==> src/rtl/mac_accumulator_if.sv <==
// Product-in / result-out handshake bundle for mac_accumulator.
// The sat signal exists only when MAC_ACC_SAT_EN is defined.
interface mac_accumulator_if #(
    parameter int N     = 5,
    parameter int K     = 4,
    parameter int ACC_W = 12
);
    localparam int CNT_W = $clog2(K + 1);

    logic               in_valid;
    logic [2*N-1:0]     in_p;
    logic               in_ready;
    logic [ACC_W-1:0]   out_sum;
    logic               out_valid;
    logic               out_ready;
    logic               overrun;
    logic [CNT_W-1:0]   count;
`ifdef MAC_ACC_SAT_EN
    logic               sat;
`endif

    modport master (
`ifdef MAC_ACC_SAT_EN
        input  sat,
`endif
        output in_valid,
        output in_p,
        output out_ready,
        input  in_ready,
        input  out_sum,
        input  out_valid,
        input  overrun,
        input  count
    );

    modport slave (
`ifdef MAC_ACC_SAT_EN
        output sat,
`endif
        input  in_valid,
        input  in_p,
        input  out_ready,
        output in_ready,
        output out_sum,
        output out_valid,
        output overrun,
        output count
    );
endinterface

==> src/rtl/mac_accumulator.sv <==
// Sums K multiplier products per term and hands the result out on valid/ready.
// Define MAC_ACC_SAT_EN for saturating additions and the sat output.
module mac_accumulator #(
    parameter int N     = 5,
    parameter int K     = 4,
    parameter int ACC_W = 12
) (
    input  logic              clk,
    input  logic              rst,
    mac_accumulator_if.slave  bus
);
    localparam int P_W   = 2 * N;
    localparam int CNT_W = $clog2(K + 1);
    localparam logic [CNT_W-1:0] LAST = CNT_W'(K - 1);

    typedef enum logic {
        ACCUM = 1'b0,
        HOLD  = 1'b1
    } state_t;

    state_t             state;
    logic [ACC_W-1:0]   acc;
    logic [CNT_W-1:0]   cnt;
    logic [ACC_W-1:0]   sum_q;
    logic               valid_q;
    logic               overrun_q;
    logic [P_W-1:0]     prod;
    logic [ACC_W-1:0]   sum_next;

    assign prod = bus.in_p;

`ifdef MAC_ACC_SAT_EN
    // Widen past both operands so a product wider than the accumulator still clips.
    localparam int EXT_W = ((ACC_W > P_W) ? ACC_W : P_W) + 1;
    localparam logic [EXT_W-1:0] ACC_MAX = EXT_W'({ACC_W{1'b1}});

    logic [EXT_W-1:0]   sum_wide;
    logic               clip;
    logic               clip_seen;
    logic               sat_q;

    assign sum_wide = EXT_W'(acc) + EXT_W'(prod);
    assign clip     = (sum_wide > ACC_MAX);
    assign sum_next = clip ? '1 : sum_wide[ACC_W-1:0];
    assign bus.sat  = sat_q;
`else
    assign sum_next = acc + ACC_W'(prod);
`endif

    assign bus.in_ready  = (state == ACCUM);
    assign bus.out_sum   = sum_q;
    assign bus.out_valid = valid_q;
    assign bus.overrun   = overrun_q;
    assign bus.count     = cnt;

    always_ff @(posedge clk or posedge rst) begin
        if (rst) begin
            state     <= ACCUM;
            acc       <= '0;
            cnt       <= '0;
            sum_q     <= '0;
            valid_q   <= 1'b0;
            overrun_q <= 1'b0;
`ifdef MAC_ACC_SAT_EN
            clip_seen <= 1'b0;
            sat_q     <= 1'b0;
`endif
        end else begin
            // The multiplier cannot stall, so a product offered during HOLD is lost.
            if (bus.in_valid && (state == HOLD)) begin
                overrun_q <= 1'b1;
            end

            case (state)
                ACCUM: begin
                    if (bus.in_valid) begin
                        if (cnt == LAST) begin
                            sum_q   <= sum_next;
                            valid_q <= 1'b1;
                            acc     <= '0;
                            cnt     <= '0;
                            state   <= HOLD;
`ifdef MAC_ACC_SAT_EN
                            sat_q     <= clip_seen | clip;
                            clip_seen <= 1'b0;
`endif
                        end else begin
                            acc <= sum_next;
                            cnt <= cnt + CNT_W'(1);
`ifdef MAC_ACC_SAT_EN
                            clip_seen <= clip_seen | clip;
`endif
                        end
                    end
                end
                HOLD: begin
                    if (bus.out_ready) begin
                        valid_q <= 1'b0;
                        state   <= ACCUM;
`ifdef MAC_ACC_SAT_EN
                        sat_q   <= 1'b0;
`endif
                    end
                end
            endcase
        end
    end
endmodule
==> src/flat_wrapper.sv <==
// flat-port wrapper written by rule: the top's interface ports become plain ports
module mac_accumulator_flat 
#(
    parameter int N     = 5,
    parameter int K     = 4,
    parameter int ACC_W = 12
)
  (clk, rst, bus_in_valid, bus_in_p, bus_out_ready, bus_in_ready, bus_out_sum, bus_out_valid, bus_overrun, bus_count);
  mac_accumulator_if #(.N(N), .K(K), .ACC_W(ACC_W)) bus_i ();
  input  logic clk;
  input  logic rst;
  input wire logic [$bits(bus_i.in_valid)-1:0] bus_in_valid;
  input wire logic [$bits(bus_i.in_p)-1:0] bus_in_p;
  input wire logic [$bits(bus_i.out_ready)-1:0] bus_out_ready;
  output wire logic [$bits(bus_i.in_ready)-1:0] bus_in_ready;
  output wire logic [$bits(bus_i.out_sum)-1:0] bus_out_sum;
  output wire logic [$bits(bus_i.out_valid)-1:0] bus_out_valid;
  output wire logic [$bits(bus_i.overrun)-1:0] bus_overrun;
  output wire logic [$bits(bus_i.count)-1:0] bus_count;
  assign bus_i.in_valid = bus_in_valid;
  assign bus_i.in_p = bus_in_p;
  assign bus_i.out_ready = bus_out_ready;
  assign bus_in_ready = bus_i.in_ready;
  assign bus_out_sum = bus_i.out_sum;
  assign bus_out_valid = bus_i.out_valid;
  assign bus_overrun = bus_i.overrun;
  assign bus_count = bus_i.count;
  mac_accumulator #(.N(N), .K(K), .ACC_W(ACC_W)) u_core (.clk(clk), .rst(rst), .bus(bus_i));
endmodule
==> config.mk <==
export PLATFORM = sky130hd
export DESIGN_NAME = mac_accumulator_flat
export DESIGN_NICKNAME = d
export VERILOG_FILES = /design/src/rtl/mac_accumulator_if.sv /design/src/rtl/mac_accumulator.sv /design/src/flat_wrapper.sv
export SDC_FILE = /design/constraint.sdc
export NUM_CORES = 1
export LEC_CHECK = 0
export ABC_AREA = 1
export BUFFER_PORTS_ARGS = -buffer_cell sky130_fd_sc_hd__buf_4
export CAP_MARGIN = 20
export CORE_AREA = 2 2 74 76
export DETAILED_ROUTE_END_ITERATION = 16
export DIE_AREA = 0 0 76 78
export PLACE_DENSITY = 0.63
export SLEW_MARGIN = 5
export SYNTH_ARGS = -nofsm -noshare
export SYNTH_HDL_FRONTEND = slang
export SYNTH_SLANG_ARGS = --single-unit
==> constraint.sdc <==
create_clock -name clk -period 1.7 [get_ports clk]
set_input_delay 0.425 -clock clk [delete_from_list [all_inputs] [get_ports clk]]
set_output_delay 0.425 -clock clk [all_outputs]
set_load 0.03 [all_outputs]
# Yosys cells after proc, flatten, opt, wreduce, memory -nomap -nowiden
# Index checks and enable logic that the tools add are counted.
op_classes:
  bitwise: 1
  muxes: 10
  n_mul: 0
  n_lt_le_gt_ge: 0
  add_sub_neg: 2
  div_mod_pow: 0
  n_reduce_logical: 4
  shift: 0
  n_eq_ne: 4
ops:
  columns: ["cell", "n"]
  rows:
  - ["$add A12 B10 Y12", 1]
  - ["$mux W12", 1]
  - ["$mux W1", 6]
  - ["$reduce_and A3 Y1", 2]
  - ["$ne A2 B2 Y1 const B", 2]
  - ["$pmux W1 S2", 2]
  - ["$add A3 B1 Y3 const B", 1]
  - ["$eq A3 B2 Y1 const B", 1]
  - ["$mux W3", 1]
  - ["$ne A2 B1 Y1 const B", 1]
  - ["$reduce_and A2 Y1", 1]
  - ["$logic_and A1 B1 Y1", 1]
  - ["$not A1 Y1", 1]
totals:
  n_memories: 0
  reg_bits: 30
  input_bits: 14
  latch_bits: 0
  mem_bits_ro: 0
  mem_bits_rw: 0

# Depth between registers and ports, before layout
# Gate-level depths: netlist of run 1.
logic_depth:
  ltp_word: 4
  depth_mapped: 10

# Worst setup path after synthesis of run 1
# OpenSTA, ideal clock, no wires.
synth_timing:
  path_type: "input-to-reg"
  startpoint: "in bus_in_p[0]"
  endpoint: "reg u_core.sum_q[6] (netlist: u_core.bus.out_sum[6])"
  arrival_ns: 1.731
  path_buffers: 0
  setup_ns: 0.118
  path_stages: 9
  path_slack_ns: -0.149
  cell_sequence: "ha_1 -> fa_1 -> nand2_1 -> nand3_1 -> nand3_1 -> nand2_1 -> or2_2 -> nand3_1 -> nand2_1"
synth_via:
  elab_chain_cells: 1
synth_rtl:
  columns: ["element", "line", "source"]
  rows:
  - ["start, declared", "flat_wrapper.sv:13", "input wire logic [$bits(bus_i.in_p)-1:0] bus_in_p;"]
  - ["$add A12 B10 Y12", "mac_accumulator.sv:47", "assign sum_next = acc + ACC_W'(prod);"]
  - ["end signal, assigned", "mac_accumulator.sv:78", "sum_q <= sum_next;"]
  - ["end, declared", "mac_accumulator.sv:24", "logic [ACC_W-1:0] sum_q;"]
# Every way passes these cells.
# A chain may end at the register's enable or synchronous reset.

# Worst setup path after layout of run 1
layout_timing:
  startpoint: "reg u_core.acc[0]"
  endpoint: "reg u_core.sum_q[6] (netlist: u_core.bus.out_sum[6])"
layout_via:
  elab_chain_cells: 1
layout_rtl:
  columns: ["element", "line", "source"]
  rows:
  - ["start, declared", "mac_accumulator.sv:22", "logic [ACC_W-1:0] acc;"]
  - ["start signal, assigned", "mac_accumulator.sv:88", "acc <= sum_next;"]
  - ["$add A12 B10 Y12", "mac_accumulator.sv:47", null]
# Every way passes these cells.

==> out/metrics.yaml, run 1 <==
ant_nets: 0
critical_path_class: "register to register"
start_util: 0.349
path_common_cell: "nand3_2"
die_h_um: 78
drv_cap: 0
rsz0062_at_grt: "yes"
cts_max_level: 2
ir_worst_vdd_mv: 0.951
comb_power_share: 0.581
cp_cell_sequence: "ha_4 -> fa_2 -> nand2_2 -> nand3_2 -> nand3_2 -> nand2_2 -> or2_4 -> nand3_2 -> nand2_1"
post-route-util: 0.465
setup_viol: 0
cp_data_arrival_time_ps: 1840
synth_area_um2: 1760
postSynthCellCount: 230
cp-start-kind: "register"
tritoncts: "built"
synth_seq_area_share: 0.426
fmax_mhz: 599
post-cts-setup-buffer-count: 0
cts_made_buffers: 5
clk_pin_slew_ps: 60
core_area_um2: 5040
n_fill_cell: 520
syn_nets: 256
ys_warn_count: 0
via_count: 1563
setup_ws_ps: 31.0
synth_top_area_share: 0.426
grt_pass1_vias: 1568
power.share.clock: 0.134
worstMarginPinSlew_ps: 384
row_count: 26
grt_overflow: 0
grt_max_degree: 31
drive_above_1_share: 0.265
power_mw: 4.38
dp_slack_ps: -167
critPathCaptureType: "register"
cp_slowest_stage_delay_ps: 410
p_seq_frac: 0.285
layout_min_cycle_time_ps: 1670
antenna_found_initial: 0
drt_iter0_markers: 59
routed_wl_um: 4020
slowest_stage: "dfrtp_1"
gp_congestion: 0.895
setup-tns-final_ps: 0
crit_fanout: 3
num-nets-final: 304
skew_ps: 3.61
clockBufferDepth: 2
area_growth_pct: 33.0
multiInputGateArea_um2: 975
routedWlPerCell_um: 11.5
antenna_cells: 0
p_leak_nw: 1.26
yosys_register_bits: 30
seq_area_um2: 751
hold_violations: 0
synth_area_per_cell_um2: 7.65
io_pins: 32
root_buffer: "clkbuf_8"
p_switching_mw: 1.99
required_ps: 1870
timing.hold.worst.class: "input port to asynchronous set/reset pin"
finalMaxSlewViolations: 0
clock_latency_ps: 280
portBuffers: 31
power.switching_fraction: 0.454
synth_top_area_cell: "dfrtp_1"
routed_via_density: 4.48
cts.hold.buffers_added: 0
clock_sinks: 30
period_share: 0.982
drc_errors: 0
dp_hpwl_um: 2960
grt_first_pass_wirelength_um: 6900
p_int_mw: 2.39
ys_top_cells_by_area: "dfrtp_1 43%, nand2_1 20%, ha_1 7.8%"
synth.distinct_cells: 24
p_per_area_nw_per_um2: 1870
firstDrtPassIters: 4
grt.total_usage: 0.148
die_area_um2: 5930
die_x_um: 76
relSlewSlack: 0.744
status: "completed"
synth_stat cells, drive strengths merged:
library cell / instances
nand4: 3
a21boi: 1
nand3: 23
ha: 11
xor2: 4
dfrtp: 30
or2: 2
buf: 1
clkbuf: 1
fa: 1
nand2: 93
mux2: 1
a21oi: 4
nor2: 9
nor3: 1
a21o: 1
inv: 30
o21ai: 13
nand3b: 1
metal layers:
metal,routed length [um],global-route usage
met1,1900,0.184
met4,105,0.0800
met3,119,0.0360
met2,1900,0.239
met5,0,0
power by group through the flow:
stage	Clock, mW	Combinational [mW]	Sequential [mW]
floorplan	0	1.36	1.54
global placement	0	2.40	1.23
detailed placement	0	2.44	1.24
CTS	0.621	2.45	1.23
global route	0.654	2.85	1.29
finish	0.588	2.54	1.25
kinds of logic (layout without fill, tap and decap cells):
family,Yosys count,count (layout),share of synthesized area
compound gates,19,19,0.0654
fa+ha+maj,12,12,0.0896
mux,1,1,0.00640
simple gates,132,132,0.318
flops,30,30,0.426
buf+inv,32,81,0.0739
xor+xnor,4,4,0.0199
worst max-delay path, delay by kind of cell, from the launching register on:
| family | cells | cell delay (ps) |
|---|---|---|
| AND/OR/NAND/NOR | 7 | 630 |
| adder cells (fa/ha/maj) | 2 | 520 |
| flip-flops | 1 | 410 |
area by class of cell:
| type | count | share of cell area |
|---|---|---|
| clock inverters | 1 | 0.00214 |
| well taps | 70 | 0.0374 |
| repair buffers | 43 | 0.138 |
| clock buffers | 7 | 0.0369 |
| flip-flops and latches | 30 | 0.321 |
| multi-input cells | 168 | 0.416 |
| inverters | 30 | 0.0491 |
flip-flops by register name (all words and copies together) (netlist names):
register / count
u_core.bus.out_sum: 12
u_core.acc: 12
u_core.bus.overrun: 1
u_core.bus.count: 3
u_core.bus.out_valid: 1
u_core.state: 1
worst paths after layout:
path | depth (start not counted) | endpoint | startpoint | slack, ps
setup / recovery | 9 | u_core.bus.out_sum[6]$_DFFE_PP0P_ | u_core.acc[0]$_DFFE_PP0P_ | 30
hold / removal | 3 | u_core.acc[8]$_DFFE_PP0P_ | rst | 220
setup reg to reg | 9 | u_core.bus.out_sum[6]$_DFFE_PP0P_ | u_core.acc[0]$_DFFE_PP0P_ | 30
hold reg to reg | 1 | u_core.bus.overrun$_DFFE_PP0P_ | u_core.bus.overrun$_DFFE_PP0P_ | 460
max in group asynchronous | 3 | u_core.acc[9]$_DFFE_PP0P_ | rst | 1200
min in group clk | 2 | u_core.state$_DFF_PP0_ | bus_out_ready | 350
through the flow:
| step | instances | hold slack (ps) | instance area (um^2) |
|---|---|---|---|
| 2_1_floorplan | 230 | 453 | 1780 |
| 3_3_place_gp | 341 | 446 | 2180 |
| 3_5_place_dp | 341 | 448 | 2180 |
| 4_1_cts | 349 | 225 | 2270 |
| 5_1_grt | 349 | 265 | 2340 |
| 6_report | 349 | 218 | 2340 |
cell usage in the layout (no fill, tap or decap):
| cell | instances |
|---|---|
| nand2_1 | 90 |
| buf_4 | 43 |
| dfrtp_1 | 30 |
| inv_1 | 27 |
| nand3_1 | 18 |
| o21ai_0 | 12 |
| nor2_1 | 9 |
| ha_1 | 6 |
| clkbuf_8 | 6 |
| nand3_2 | 5 |
| ha_4 | 4 |
| a21oi_1 | 3 |
| nand4_1 | 3 |
| xor2_1 | 3 |
| inv_2 | 2 |
| nand2_2 | 2 |
| xor2_2 | 1 |
| nand2_4 | 1 |
| a21oi_4 | 1 |
| nand3b_1 | 1 |
| a21boi_0 | 1 |
| mux2_2 | 1 |
| nor3_4 | 1 |
| inv_4 | 1 |
| o21ai_2 | 1 |
| or2_2 | 1 |
| or2_4 | 1 |
| a21o_1 | 1 |
| fa_2 | 1 |
| ha_2 | 1 |
| clkbuf_1 | 1 |
| clkinv_2 | 1 |
repair_timing:
action                     in CTS  in global routing
hold endpoints to repair        0                  0
pin swaps                       1                  0
gates resized for setup         1                 10
setup endpoints to repair       2                  7
cloned                          0                  0
Note: power is estimated with default switching activity, not from simulation.
==> run 2, diff against run 1 <==
--- a/config.mk
+++ b/config.mk
@@ -5,13 +5,13 @@
 export SDC_FILE = /design/constraint.sdc
 export NUM_CORES = 1
 export LEC_CHECK = 0
-export ABC_AREA = 1
+export ABC_CLOCK_PERIOD_IN_PS = 1700
 export BUFFER_PORTS_ARGS = -buffer_cell sky130_fd_sc_hd__buf_4
 export CAP_MARGIN = 20
-export CORE_AREA = 2 2 74 76
+export CORE_AREA = 2 2 72 74
 export DETAILED_ROUTE_END_ITERATION = 16
-export DIE_AREA = 0 0 76 78
-export PLACE_DENSITY = 0.63
+export DIE_AREA = 0 0 74 76
+export PLACE_DENSITY = 0.62
 export SLEW_MARGIN = 5
 export SYNTH_ARGS = -nofsm -noshare
 export SYNTH_HDL_FRONTEND = slang
==> out/metrics.yaml, run 2 <==
area_growth_pct: 47.6
r2r_slack_ps: -300
failed_checks: "negative setup slack"
firstDrtPassIters: 5
cts_max_level: 2
synth_area_um2: 1620
root_buffer: "clkbuf_8"
clk_pin_slew_ps: 70
drive_above_1_share: 0.432
synth_top_area_cell: "dfrtp_1"
ys_top_cells_by_area: "dfrtp_1 46%, ha_1 8.5%, nand2_1 6.0%"
yosys_register_bits: 30
postSynthCellCount: 156
synth_common_cells: "30 x dfrtp_1, 26 x nand2_1, 18 x o21ai_0"
drc_errors: 0
tritoncts: "built"
clockBufferDepth: 2
post-route-util: 0.488
cp-start-kind: "register"
setup.worst_path.start: "u_core.acc[0]$_DFFE_PP0P_"
synth.most_common_cell: "dfrtp_1"
drv_cap: 0
crit_fanout: 2
synth-edff-count: 0
grt_max_degree: 31
grt.total_usage: 0.146
most-common-layout-cells: "61 x buf_4, 29 x dfrtp_1, 25 x nand2_1"
drt_iter0_markers: 63
ant_nets: 0
cp_data_arrival_time_ps: 2180
p_leak_nw: 1.14
p_per_area_nw_per_um2: 2100
grt_pass1_vias: 1368
die_x_um: 74
antenna_found_initial: 0
finalMaxSlewViolations: 0
synth_top_area_share: 0.463
core_area_um2: 4910
grtUsageMet2: 0.229
critPathCaptureType: "register"
antenna_cells: 0
reg2regPathDepth: 7
r2r_end: "u_core.bus.out_sum[8]$_DFFE_PP0P_"
synth_seq_area_share: 0.463
grt_overflow: 0
n_fill_cell: 460
mostFrequentLayoutCell: "buf_4"
cts_made_buffers: 5
timing.rr.start: "u_core.acc[0]$_DFFE_PP0P_"
skew_ps: 8.76
dp_hpwl_um: 2780
top_usage_layer: "met2"
layout_min_cycle_time_ps: 2000
rsz0062_at_grt: "yes"
die_area_um2: 5620
status: "complete, but fails checks"
use_met3: 0.0410
synth.distinct_cells: 38
multiInputGateArea_um2: 991
routedWlPerCell_um: 12.7
synthArstFlopShare: 1.00
setup_viol: 14
critical_path_class: "register to register"
synth-main-ff-cell: "dfrtp_1"
via_count: 1359
fin_cells: 292
use_met1: 0.191
placedInstanceArea_um2: 2210
period_share: 1.18
clock_sinks: 30
portBuffers: 31
ys_warn_count: 0
die_h_um: 76
worstMarginPinSlew_ps: 382
row_count: 26
gp_congestion: 0.847
setup-tns-final_ps: -1850
routed_wl_um: 3700
relSlewSlack: 0.745
timing.hold.worst.class: "input port to asynchronous set/reset pin"
routed_via_density: 4.65
io_pins: 32
start_util: 0.330
placed_cells: 282
setup_ws_ps: -304
clock_latency_ps: 290
fin_area_um2: 2390
synth_area_per_cell_um2: 10.4
num-nets-final: 247
fmax_mhz: 499
hold_violations: 0
required_ps: 1880
ir_worst_vdd_mv: 0.833
seq_area_um2: 752
syn_nets: 182
grt_first_pass_wirelength_um: 6340
run 2: changes by cell type after synthesis, sizes merged, moves of 3 or more:
| cell | change |
|---|---|
| nand3 | -20 |
| xnor2 | +4 |
| nand4 | -3 |
| a21o | +7 |
| nand2 | -67 |
| a22o | +4 |
| o21ai | +6 |
| nor2 | -8 |
| a21oi | +5 |
| inv | -26 |
| mux2 | +3 |
| and3 | +3 |
run 2: worst max-delay path by stage:
stage / end / slack [ps] / depth (start not counted)
after floorplan: u_core.bus.out_sum[8]$_DFFE_PP0P_ / -370 / 7
after global placement: u_core.bus.out_sum[8]$_DFFE_PP0P_ / -500 / 8
after detailed placement: u_core.bus.out_sum[8]$_DFFE_PP0P_ / -510 / 8
after CTS: u_core.bus.out_sum[8]$_DFFE_PP0P_ / -310 / 7
after global routing: u_core.bus.out_sum[8]$_DFFE_PP0P_ / -400 / 7
final: u_core.bus.out_sum[8]$_DFFE_PP0P_ / -300 / 7
run 2: cells by family (layout without fill, tap and decap cells):
kind of cell    after synthesis  in the layout  share of synthesized area
compound gates               54             54                      0.227
simple gates                 39             39                      0.113
flops                        30             30                      0.463
fa+ha+maj                    12             12                     0.0971
xor+xnor                      9              9                     0.0486
buf+inv                       7             73                     0.0170
mux                           5              5                     0.0339
run 2: worst max-delay path, cell delays in order (launching register included):
cell      delay (ps)
dfrtp_1          410
ha_4             170
fa_2             340
a21o_1           210
a221oi_2         240
o21bai_1         110
xor2_1           160
mux2_2           260
run 2: through the flow:
| stage | setup WS (ps) | hold slack (ps) | power, mW |
|---|---|---|---|
| floorplan | -372 | 454 | 3.11 |
| global placement | -504 | 448 | 4.13 |
| detailed placement | -508 | 453 | 4.16 |
| CTS | -311 | 228 | 5.01 |
| global route | -399 | 278 | 5.44 |
| finish | -304 | 218 | 5.02 |
run 2: cell type report:
cell class / instances / area share
multi-input cells: 119 / 0.414
flip-flops and latches: 30 / 0.314
repair buffers: 61 / 0.191
well taps: 70 / 0.0366
clock buffers: 7 / 0.0361
inverters: 4 / 0.00627
clock inverters: 1 / 0.00209
run 2: timing repair:
action	4_1_cts	5_1_grt
gates cloned	0	0
pin swaps	19	9
gates resized for setup	16	4
hold buffers	0	0
setup buffers	3	0
setup endpoints to repair	14	14
run 2: power by group:
part           switching [mW]  total (mW)  internal, mW
registers               0.241        1.30          1.06
logic                    1.60        3.13          1.53
clock network           0.273       0.599         0.326
total                    2.11        5.02          2.91
run 2: routing by layer:
layer	wire, um	vias to the layer above
met1	1720	639
met4	64	0
met5	0	-
li1	-	688
met2	1760	25
met3	156	7
==> run 3, diff against run 2 <==
--- a/config.mk
+++ b/config.mk
@@ -8,10 +8,11 @@
 export ABC_CLOCK_PERIOD_IN_PS = 1700
 export BUFFER_PORTS_ARGS = -buffer_cell sky130_fd_sc_hd__buf_4
 export CAP_MARGIN = 20
-export CORE_AREA = 2 2 72 74
+export CORE_AREA = 2 2 61 63
 export DETAILED_ROUTE_END_ITERATION = 16
-export DIE_AREA = 0 0 74 76
-export PLACE_DENSITY = 0.62
+export DIE_AREA = 0 0 63 65
+export PLACE_DENSITY = 0.8
+export RECOVER_POWER = 25
 export SLEW_MARGIN = 5
 export SYNTH_ARGS = -nofsm -noshare
 export SYNTH_HDL_FRONTEND = slang
==> out/metrics.yaml, run 3 (synthesis gave the netlist of run 2 again) <==
fin_cells: 272
p_per_area_nw_per_um2: 2110
cp-start-kind: "register"
gp_congestion: 0.858
portBuffers: 31
crit_fanout: 2
num-nets-final: 249
io_pins: 32
row_count: 22
start_util: 0.464
routed_wl_um: 3960
mostFrequentLayoutCell: "buf_4"
grt.total_usage: 0.221
ir_worst_vdd_mv: 1.19
drive_above_1_share: 0.455
skew_ps: 12.7
die_x_um: 63
hold_violations: 0
status: "complete, but fails checks"
routed_via_density: 5.36
setup_viol: 14
fmax_mhz: 485
p_leak_nw: 1.14
cts_made_buffers: 5
layout_min_cycle_time_ps: 2060
tritoncts: "built"
relSlewSlack: 0.505
area_growth_pct: 45.7
most-common-layout-cells: "60 x buf_4, 29 x dfrtp_1, 26 x nand2_1"
cts_max_level: 2
grt_max_degree: 31
grt_pass1_vias: 1488
root_buffer: "clkbuf_4"
required_ps: 1930
power_mw: 4.98
failed_checks: "negative setup slack"
placed_cells: 261
clock_latency_ps: 330
drt_iter0_markers: 66
antenna_found_initial: 0
clk_pin_slew_ps: 100
firstDrtPassIters: 4
ant_nets: 0
grt_overflow: 0
grt_first_pass_wirelength_um: 6940
clock_sinks: 30
timing.hold.worst.class: "input port to register"
worstMarginPinSlew_ps: 743
drc_errors: 0
cp_data_arrival_time_ps: 2290
dp_hpwl_um: 3020
clockBufferDepth: 2
setup-tns-final_ps: -2760
period_share: 1.21
critical_path_class: "register to register"
rsz0062_at_grt: "yes"
die_area_um2: 4100
core_area_um2: 3500
die_h_um: 65
critPathCaptureType: "register"
routedWlPerCell_um: 14.5
finalMaxSlewViolations: 0
antenna_cells: 0
via_count: 1457
drv_cap: 0
setup_ws_ps: -360
## run 3: power breakdown
part	switching [mW]	internal, mW
clock network	0.264	0.199
logic	1.67	1.55
registers	0.251	1.05
## run 3: final timing paths
kind | startpoint | endpoint | slack [ps] | cells after the start
max | u_core.acc[0]$_DFFE_PP0P_ | u_core.bus.out_sum[8]$_DFFE_PP0P_ | -360 | 7
max reg2reg | u_core.acc[0]$_DFFE_PP0P_ | u_core.bus.out_sum[8]$_DFFE_PP0P_ | -360 | 7
min in group asynchronous | rst | u_core.bus.out_sum[0]$_DFFE_PP0P_ | 300 | 3
min | bus_out_ready | u_core.state$_DFF_PP0_ | 270 | 2
max in group asynchronous | rst | u_core.acc[1]$_DFFE_PP0P_ | 890 | 3
min reg2reg | u_core.bus.overrun$_DFFE_PP0P_ | u_core.bus.overrun$_DFFE_PP0P_ | 470 | 1
## run 3: cell type report
type                            count  area, um^2
Multi-Input combinational cell    119        1000
Timing Repair Buffer               63         474
Clock inverter                      2        12.5
Tap cell                           48        60.1
Sequential cell                    30         752
Inverter                            4        15.0
Clock buffer                        6        51.3
Fill cell                         288        1130
## run 3: stage by stage
step	util	area, um^2	hold slack (ps)	setup WS, ps
detailed placement	0.626	2190	448	-544
global route	0.676	2360	279	-486
global placement	0.626	2190	441	-493
finish	0.676	2360	266	-360
floorplan	-	1690	454	-372
CTS	0.668	2330	172	-341
## run 3: layer usage
layer	wire length [um]	global-route usage	share of wire	vias up
met5	0	0	0	-
met4	58	0.0778	0.015	0
met3	212	0.0573	0.054	7
met2	2100	0.388	0.53	40
met1	1590	0.261	0.40	717
li1	-	-	-	693
## run 3: worst max-delay path, cell delays in order, from the launching register on
cell and delay [ps]:
dfrtp_1 420, ha_4 170, fa_2 340, a21o_1 190, a221oi_2 270, o21bai_1 130, xor2_1 170, mux2_2 260
## run 3: what timing repair did
item / in CTS / in global routing
setup endpoints to repair: 14 / 17
hold buffers: 0 / 0
gates resized for setup: 18 / 7
buffers inserted: 4 / 4
pin swaps: 22 / 18
